### src/rtl/tcu_operand_loader_pkg.sv
// Shared TCU definitions: word/row widths, loader state encoding and
// A/B/C segment offsets within the 48-word operand stream.
package tcu_operand_loader_pkg;
  localparam int DW        = 32;
  localparam int ROW_W     = 4 * DW;
  localparam int NUM_WORDS = 48;

  localparam int A_BASE = 0;
  localparam int B_BASE = 16;
  localparam int C_BASE = 32;

  typedef enum logic [1:0] {
    LOAD,
    HOLD,
    RESULT
  } state_e;
endpackage

### src/rtl/tcu_operand_loader_if.sv
// Operand word stream and result handshake between a producer/collector
// (master) and the operand loader (slave).
interface tcu_operand_loader_if #(
  parameter int DW = 32
);
  logic          in_valid;
  logic          in_ready;
  logic [DW-1:0] in_data;
  logic          res_valid;
  logic          res_ready;

  modport master (output in_valid, in_data, res_ready, input in_ready, res_valid);
  modport slave  (input in_valid, in_data, res_ready, output in_ready, res_valid);
endinterface

### src/rtl/tcu_hold_timer.sv
// Loadable down-counter that parks at zero; done flags the zero count.
module tcu_hold_timer #(
  parameter int CW = 8
) (
  input  logic          clk,
  input  logic          rst,
  input  logic          load,
  input  logic [CW-1:0] load_val,
  input  logic          dec,
  output logic          done
);
  logic [CW-1:0] cnt_q;

  always_ff @(posedge clk or negedge rst) begin
    if (!rst)                    cnt_q <= '0;
    else if (load)               cnt_q <= load_val;
    else if (dec && cnt_q != '0) cnt_q <= cnt_q - 1'b1;
  end

  assign done = (cnt_q == '0);
endmodule

### src/rtl/tcu_operand_loader.sv
// Assembles a 48-word FP32 stream into A/B/C operand rows, freezes them for
// the core latency, then presents a result strobe until acknowledged.
module tcu_operand_loader
  import tcu_operand_loader_pkg::*;
#(
  parameter int LATENCY = 12
) (
  input  logic             clk,
  input  logic             rst,
  tcu_operand_loader_if.slave bus,
  output logic [ROW_W-1:0] A_0X,
  output logic [ROW_W-1:0] A_1X,
  output logic [ROW_W-1:0] A_2X,
  output logic [ROW_W-1:0] A_3X,
  output logic [ROW_W-1:0] B_0X,
  output logic [ROW_W-1:0] B_1X,
  output logic [ROW_W-1:0] B_2X,
  output logic [ROW_W-1:0] B_3X,
  output logic [ROW_W-1:0] C_0X,
  output logic [ROW_W-1:0] C_1X,
  output logic [ROW_W-1:0] C_2X,
  output logic [ROW_W-1:0] C_3X,
  output logic             busy,
  output logic [15:0]      tile_count
);
  localparam logic [5:0] LAST_K    = 6'(NUM_WORDS - 1);
  localparam logic [7:0] HOLD_INIT = 8'(LATENCY - 1);

  state_e         state;
  logic [5:0]     k;
  logic [15:0]    tile_cnt_q;
  logic [DW-1:0]  mem [NUM_WORDS];
  logic [ROW_W-1:0] rows [12];
  logic           accept;
  logic           hold_done;

  assign accept = (state == LOAD) && bus.in_valid;

  tcu_hold_timer #(.CW(8)) u_hold_timer (
    .clk      (clk),
    .rst      (rst),
    .load     (accept && (k == LAST_K)),
    .load_val (HOLD_INIT),
    .dec      (state == HOLD),
    .done     (hold_done)
  );

  always_ff @(posedge clk or negedge rst) begin
    if (!rst) begin
      state      <= LOAD;
      k          <= '0;
      tile_cnt_q <= '0;
    end else begin
      case (state)
        LOAD: if (bus.in_valid) begin
          if (k == LAST_K) begin
            k     <= '0;
            state <= HOLD;
          end else begin
            k <= k + 1'b1;
          end
        end
        HOLD: if (hold_done) state <= RESULT;
        RESULT: if (bus.res_ready) begin
          state      <= LOAD;
          tile_cnt_q <= tile_cnt_q + 1'b1;
        end
        default: state <= LOAD;
      endcase
    end
  end

  // Slots are only overwritten, never cleared between tiles.
  always_ff @(posedge clk or negedge rst) begin
    if (!rst) begin
      for (int i = 0; i < NUM_WORDS; i++) mem[i] <= '0;
    end else if (accept) begin
      mem[k] <= bus.in_data;
    end
  end

  for (genvar s = 0; s < 3; s++) begin : g_seg
    localparam int BASE = (s == 0) ? A_BASE : (s == 1) ? B_BASE : C_BASE;
    for (genvar r = 0; r < 4; r++) begin : g_row
      assign rows[s*4+r] = {mem[BASE+4*r+3], mem[BASE+4*r+2], mem[BASE+4*r+1], mem[BASE+4*r]};
    end
  end

  assign {A_0X, A_1X, A_2X, A_3X} = {rows[0], rows[1], rows[2],  rows[3]};
  assign {B_0X, B_1X, B_2X, B_3X} = {rows[4], rows[5], rows[6],  rows[7]};
  assign {C_0X, C_1X, C_2X, C_3X} = {rows[8], rows[9], rows[10], rows[11]};

  assign bus.in_ready  = (state == LOAD);
  assign bus.res_valid = (state == RESULT);
  assign busy          = (state == HOLD) || (state == RESULT);
  assign tile_count    = tile_cnt_q;
endmodule

### src/flat_wrapper.sv
// flat-port wrapper written by rule: the top's interface ports become plain ports
module tcu_operand_loader_flat import tcu_operand_loader_pkg::*;
#(
  parameter int LATENCY = 12
)
  (clk, rst, A_0X, A_1X, A_2X, A_3X, B_0X, B_1X, B_2X, B_3X, C_0X, C_1X, C_2X, C_3X, busy, tile_count, bus_in_valid, bus_in_data, bus_res_ready, bus_in_ready, bus_res_valid);
  tcu_operand_loader_if #(.DW(DW)) bus_i ();
  input  logic clk;
  input  logic rst;
  output logic [ROW_W-1:0] A_0X;
  output logic [ROW_W-1:0] A_1X;
  output logic [ROW_W-1:0] A_2X;
  output logic [ROW_W-1:0] A_3X;
  output logic [ROW_W-1:0] B_0X;
  output logic [ROW_W-1:0] B_1X;
  output logic [ROW_W-1:0] B_2X;
  output logic [ROW_W-1:0] B_3X;
  output logic [ROW_W-1:0] C_0X;
  output logic [ROW_W-1:0] C_1X;
  output logic [ROW_W-1:0] C_2X;
  output logic [ROW_W-1:0] C_3X;
  output logic busy;
  output logic [15:0] tile_count;
  input wire logic [$bits(bus_i.in_valid)-1:0] bus_in_valid;
  input wire logic [$bits(bus_i.in_data)-1:0] bus_in_data;
  input wire logic [$bits(bus_i.res_ready)-1:0] bus_res_ready;
  output wire logic [$bits(bus_i.in_ready)-1:0] bus_in_ready;
  output wire logic [$bits(bus_i.res_valid)-1:0] bus_res_valid;
  assign bus_i.in_valid = bus_in_valid;
  assign bus_i.in_data = bus_in_data;
  assign bus_i.res_ready = bus_res_ready;
  assign bus_in_ready = bus_i.in_ready;
  assign bus_res_valid = bus_i.res_valid;
  tcu_operand_loader #(.LATENCY(LATENCY)) u_core (.clk(clk), .rst(rst), .bus(bus_i), .A_0X(A_0X), .A_1X(A_1X), .A_2X(A_2X), .A_3X(A_3X), .B_0X(B_0X), .B_1X(B_1X), .B_2X(B_2X), .B_3X(B_3X), .C_0X(C_0X), .C_1X(C_1X), .C_2X(C_2X), .C_3X(C_3X), .busy(busy), .tile_count(tile_count));
endmodule
### config.mk
export PLATFORM = sky130hd
export DESIGN_NAME = tcu_operand_loader_flat
export DESIGN_NICKNAME = d
export VERILOG_FILES = /design/src/rtl/tcu_operand_loader_pkg.sv /design/src/rtl/tcu_operand_loader_if.sv /design/src/rtl/tcu_hold_timer.sv /design/src/rtl/tcu_operand_loader.sv /design/src/flat_wrapper.sv
export SDC_FILE = /design/constraint.sdc
export NUM_CORES = 2
export LEC_CHECK = 0
export CAP_MARGIN = 40
export CORE_AREA = 2 2 612 614
export CTS_CLUSTER_DIAMETER = 60
export DETAILED_ROUTE_END_ITERATION = 7
export DIE_AREA = 0 0 614 616
export SLEW_MARGIN = 20
export SYNTH_ARGS = -nofsm -noshare
export SYNTH_HDL_FRONTEND = slang
export SYNTH_SLANG_ARGS = --single-unit
### constraint.sdc
create_clock -name clk -period 4.9 [get_ports clk]
set_input_delay 0.49 -clock clk [delete_from_list [all_inputs] [get_ports clk]]
set_output_delay 0.49 -clock clk [all_outputs]
set_load 0.05 [all_outputs]
== Word level (Yosys, flattened, before mapping) ==
Index checks and enable logic that the tools add are counted.

* Output and inout port bits: 1,555
* Memories: 0
* Latch bits: 0
* Word-level logic and storage cells: 88
* Bits in read-only memories: 0
* Memory bits (writable): 0
* Bits in registers: 1,568

* Bitwise gates (word level): 1
* Muxes and demuxes: 11
* Magnitude comparators: 2
* Shift operators: 0
* Equal/unequal tests: 7
* Multiply operators: 0
* Add/subtract/negate cells: 3
* Reduce and logical (&&, ||, !) cells: 12
* Div/mod/pow operators: 0

{| class="wikitable"
|+ Operators by type and width
! kind !! number
|-
| 1536-bit bitwise mux || 1
|-
| 32-bit demux with 6-bit select || 1
|-
| 32-bit two-way mux || 1
|-
| 16-bit by 1-bit adder with 16-bit output, second input constant || 1
|-
| 8-bit two-way mux || 2
|-
| 8-bit logical NOT || 1
|-
| 2-bit two-way mux || 4
|-
| 8-bit nonzero test || 1
|-
| 8-bit by 1-bit subtractor with 8-bit output, second input constant || 1
|-
| 7-bit >= comparator, second input constant || 1
|-
| 7-bit by 1-bit < comparator with 1-bit output, second input constant || 1
|-
| 6-bit inverter with 7-bit output || 1
|-
| 6-bit by 1-bit adder with 6-bit output, second input constant || 1
|-
| 6-bit == test, second input constant || 1
|-
| 6-bit two-way mux || 1
|-
| 2-bit case mux with 3 select lines || 1
|-
| 1-bit logical AND || 4
|-
| 2-bit by 1-bit inequality test with 1-bit output, second input constant || 2
|-
| 2-bit inequality test, second input constant || 2
|-
| 2-bit AND reduction || 2
|-
| 4-bit AND reduction || 1
|-
| 2-bit by 1-bit == test with 1-bit output, second input constant || 1
|-
| 2-bit == test, second input constant || 1
|-
| 2-bit logical NOT || 1
|-
| 2 further kinds || 2
|}

== Logic depth before layout (Yosys ltp) ==
* Depth in word-level cells: 6
* Depth in mapped cells: 7

== Modules after synthesis ==
A second synthesis with hierarchy kept.

* Cells, all modules: 3,620
* Area, all modules: 59,918.7 µm²

{| class="wikitable"
|+ Modules (own cells, without submodules)
! module !! sequential area each (µm²) !! area each (µm²) !! cells an instance !! times used
|-
| tcu_operand_loader || 39,037.4 || 59,390.7 || 3,562 || 1
|-
| tcu_hold_timer || 200.2 || 528.0 || 58 || 1
|}

== Least setup slack after synthesis ==
Ideal clock, no wire load.

* Path kind: register to register
* Start: register u_core.state[1]
* End: register u_core.mem (netlist bit u_core.C_3X[100])
* Setup slack: 2.438 ns
* Cell stages (with the launch flop): 8
* Setup time: 0.125 ns
* Buffers on the path: 1
* Arrival time: 2.337 ns
* Path through: dfrtp_1 inv_1 ha_1 and3_1 nand3_2 nor2_1 buf_2 mux2_2

* Longest elaborated chain between the ends: 2

{| class="wikitable"
|+ RTL lines
! what !! line !! text
|-
| start, declared || tcu_operand_loader.sv:29 || <nowiki>state_e state;</nowiki>
|-
| start signal, assigned || tcu_operand_loader.sv:50 || <nowiki>state <= LOAD;</nowiki>
|-
| start signal, assigned || tcu_operand_loader.sv:58 || <nowiki>state <= HOLD;</nowiki>
|-
| start signal, assigned || tcu_operand_loader.sv:63 || <nowiki>HOLD: if (hold_done) state <= RESULT;</nowiki>
|-
| 2-bit logical NOT || n/a ||
|-
| via bus_in_ready || flat_wrapper.sv:27 || <nowiki>output wire logic [$bits(bus_i.in_ready)-1:0] bus_in_ready;</nowiki>
|-
| 1-bit logical AND || tcu_operand_loader.sv:37 || <nowiki>assign accept = (state == LOAD) && bus.in_valid;</nowiki>
|-
| end signal, assigned by index || tcu_operand_loader.sv:78 || <nowiki>mem[k] <= bus.in_data;</nowiki>
|-
| end, declared || tcu_operand_loader.sv:32 || <nowiki>logic [DW-1:0] mem [NUM_WORDS];</nowiki>
|}

The timed path passes the listed nets, and every way through them passes these cells.
A chain may end at the register's enable or synchronous reset.

== Final worst setup path ==
* Start: register u_core.state[0]
* End: register u_core.mem (netlist bit u_core.C_3X[11])

* Longest elaborated chain between the ends: 2

{| class="wikitable"
|+ RTL lines
! what !! line
|-
| 2-bit logical NOT || tcu_operand_loader.sv:37
|-
| 1-bit logical AND || tcu_operand_loader.sv:37
|}

No other way between the ends.

==> metrics.md <==
| Metric | Value |
|---|---|
| Run status | `finished, final reports clean` |
| Core box area | `371000 um^2` |
| Syn_area_per_cell | `16.4 um^2` |
| Synth warn | `0` |
| Hold WC Path Type | `input port to register` |
| Ports | `1591` |
| WS Path Type | `register to register` |
| Multi-input gate area | `roughly 19000 um^2` |
| Post-synthesis simple-gate area fraction | `1.10%` |
| Post-Synthesis Net Count | `approximately 3.6k` |
| H-tree levels | `4` |
| Vias in the first global route | `40.8k` |
| Post-Syn Area | `59100 um^2` |
| Vias post-DR | `38.6k` |
| Required time of the critical path | `5.61 ns` |
| CTS tree | `done` |
| Routed Wire Length | `269000 um` |
| Post-CTS Setup Inserts | `0` |
| Post-route antenna net violation count | `0` |
| Critical Path Start Type | `register` |
| RSZ-0062 raised after global routing | `no` |
| XOR/XNOR share of the synthesized area | `0.311%` |
| Ratio of final minimum period to clock period | `68.6%` |
| Post-synthesis sequential area ratio | `66.4%` |
| CTS Root Cell | `clkbuf_16` |
| Yosys cell types | `44` |
| Slew Limit Fails | `0` |
| Die X | `614 um` |
| Ys async rst share | `100%` |
| Finish-stage setup viols | `0` |
| Clk sink count | `1568` |
| PortBufs | `1590` |
| Synth Instances | `3599` |
| Slew HR | `approximately 33%` |
| FF+latch area | `39200 um^2` |
| Most frequent cells in the layout | `dfrtp_1, clkdlybuf4s50_1, mux2_2` |
| Largest family of logic cells by synthesized area | `multiplexers` |
| Pwr Density | `732 nW/um^2` |
| Largest net degree at the start of global routing | `151` |
| Clk pin slew, worst setup/hold paths | `~0.060 ns` |
| Period minus WS final | `3.36 ns` |
| Cts bufs inserted | `190` |
| Synth Flop Type | `dfrtp_1` |
| P&R area growth vs syn | `49.1%` |
| GRT Resource Usage Total | `13.7%` |
| Filler Cell Count | `approximately 39k` |
| Post-route DRC violation count | `0` |
| Worst-path fanout max | `22` |
| CP Capture Type | `register` |
| First-pass GRT wire length | `roughly 360000 um` |
| Worst-Margin Slew | `1.01 ns` |
| 1st-pass router iterations | `4` |
| Nets | `5243` |
| Synth Area in Adders | `0.148%` |
| Compound-Gate Fraction of Synth Area | `less than 1%` |
| Detail Placement HPWL | `191000 um` |
| Final core utilization | `a little under a quarter` |
| Post-cts sizing count | `0` |
| Max Fclk | `0.298 GHz` |
| CTS Hold Bufs | `1` |
| Yosys reg bits | `1568` |
| Via density | `roughly 3.7` |
| Mux contribution to synthesized area | `between 20% and 30%` |
| Die area | `~380000 um^2` |
| GP Congestion | `between 0.7 and 0.8` |
| CTS max path bufs | `4` |
| GRT Residual Overflow | `0` |
| TNS Setup | `0 ns` |
| Initial antenna violation count | `51` |
| Drt initial violations | `2450` |
| Skew-Pair Late Insertion Delay | `around 0.87 ns` |
| Max Cap Viol | `0` |
| Max VDD drop | `485 uV` |
| Share of cells above drive strength 1 | `38.0%` |
| Post-Route Skew | `between 0.07 and 0.08 ns` |
| Final Hold Fails | `0` |
| Starting Density | `15.9%` |
| Commonest non-fill, non-tap cell in the layout | `dfrtp_1` |
| Arr. time, crit path | `4.07 ns` |
| Post-synth EDFFs | `0` |
| Per-cell routed wire length | `26.0 um` |
| LEAKAGE | `0.0388 uW` |
| # rows | `between 200 and 250` |
| Chip height | `between 600 and 700 um` |
[synthesized netlist by cell type (all sizes together) (3+ instances only)]
cell type	number	area share, %
and3	3	0.032
ha	7	0.15
nor2	51	0.35
inv	7	0.044
nand3	12	0.11
clkbuf	166	1.1
o21ai	5	0.042
nand4	5	0.053
nand2	24	0.15
a21oi	3	0.025
nor3	4	0.034
mux2	1540	29
nor4	5	0.078
dfrtp	1568	66
buf	145	1.4
xnor2	11	0.16
xor2	10	0.15
nor2b	6	0.064
[sequential cells by signal (all words and copies together), names as in the netlist]
register / cells
u_core.A_1X: 128
u_core.C_2X: 128
u_core.B_2X: 128
u_core.A_3X: 128
u_core.u_hold_timer.cnt_q: 8
u_core.B_0X: 128
u_core.C_0X: 128
u_core.C_1X: 128
u_core.tile_count: 16
u_core.C_3X: 128
u_core.A_0X: 128
u_core.k: 6
u_core.state: 2
u_core.B_3X: 128
u_core.A_2X: 128
u_core.B_1X: 128
[kinds of logic after synthesis]
logic type                 count (synthesis)
DFF                                     1568
muxes                                   1542
buffers and inverters                    318
and+or+nand+nor                          127
xor gates and xnor gates                  21
AOI/OAI and AO/OA                         16
adders and majority gates                  7
[path summary, 6_finish.rpt]
path                                       start                     to  slack (ns)  cells after the start
setup reg to reg                 u_core.state[0]        u_core.C_3X[11]        1.54                      7
setup / recovery                 u_core.state[0]        u_core.C_3X[11]        1.54                      7
max in group asynchronous                    rst        u_core.C_0X[98]        2.92                      4
hold / removal                   bus_in_data[27]        u_core.C_3X[27]        0.15                      2
min in group asynchronous                    rst        u_core.B_3X[75]        0.33                      2
hold reg to reg            u_core.tile_count[15]  u_core.tile_count[15]        0.48                      1
[per-stage QoR]
stage	total power, uW	worst slack (ns)	std cells	hold slack (ns)	area (um^2)
after floorplan	38000	2.44	3599	0.194	59100
after global placement	49800	0.894	9964	0.468	81200
after detailed placement	50200	0.954	9976	0.469	81400
after CTS	65100	1.32	10300	0.0576	88000
after global routing	66600	1.34	10300	0.105	88000
final	64500	1.54	10400	0.148	88100
[cell type report]
class                           count  area share (%)
Antenna cell                       34          0.0966
Clock buffer                      264            6.15
Clock inverter                     81            1.23
Inverter                            7          0.0298
Multi-Input combinational cell   1713            21.3
Sequential cell                  1568            44.5
Tap cell                         4972            7.06
Timing Repair Buffer             1720            19.6
[critical path: stages, from the launching register on]
cell	delay, ns
dfrtp_1	0.39
inv_1	0.09
ha_1	0.39
and3b_1	0.28
nand2_1	0.53
nor2_4	0.71
buf_12	0.33
mux2_2	0.38
[report_power, final]
group | leakage (uW) | switching, uW | internal, uW
Sequential | 0.0209 | 2390 | 17100
Clock | 0.00319 | 5900 | 8750
Combinational | 0.0147 | 20300 | 10000
[per-layer routing]
metal | part of all wire, % | routed length, um | track usage (%)
met5 | 0 | 0 | 0
met1 | 38 | 102000 | 15.8
met4 | 3.9 | 10400 | 5.06
met2 | 51 | 137000 | 24.2
met3 | 7.4 | 19800 | 3.44
No activity file was read; power rests on OpenSTA's default activity.
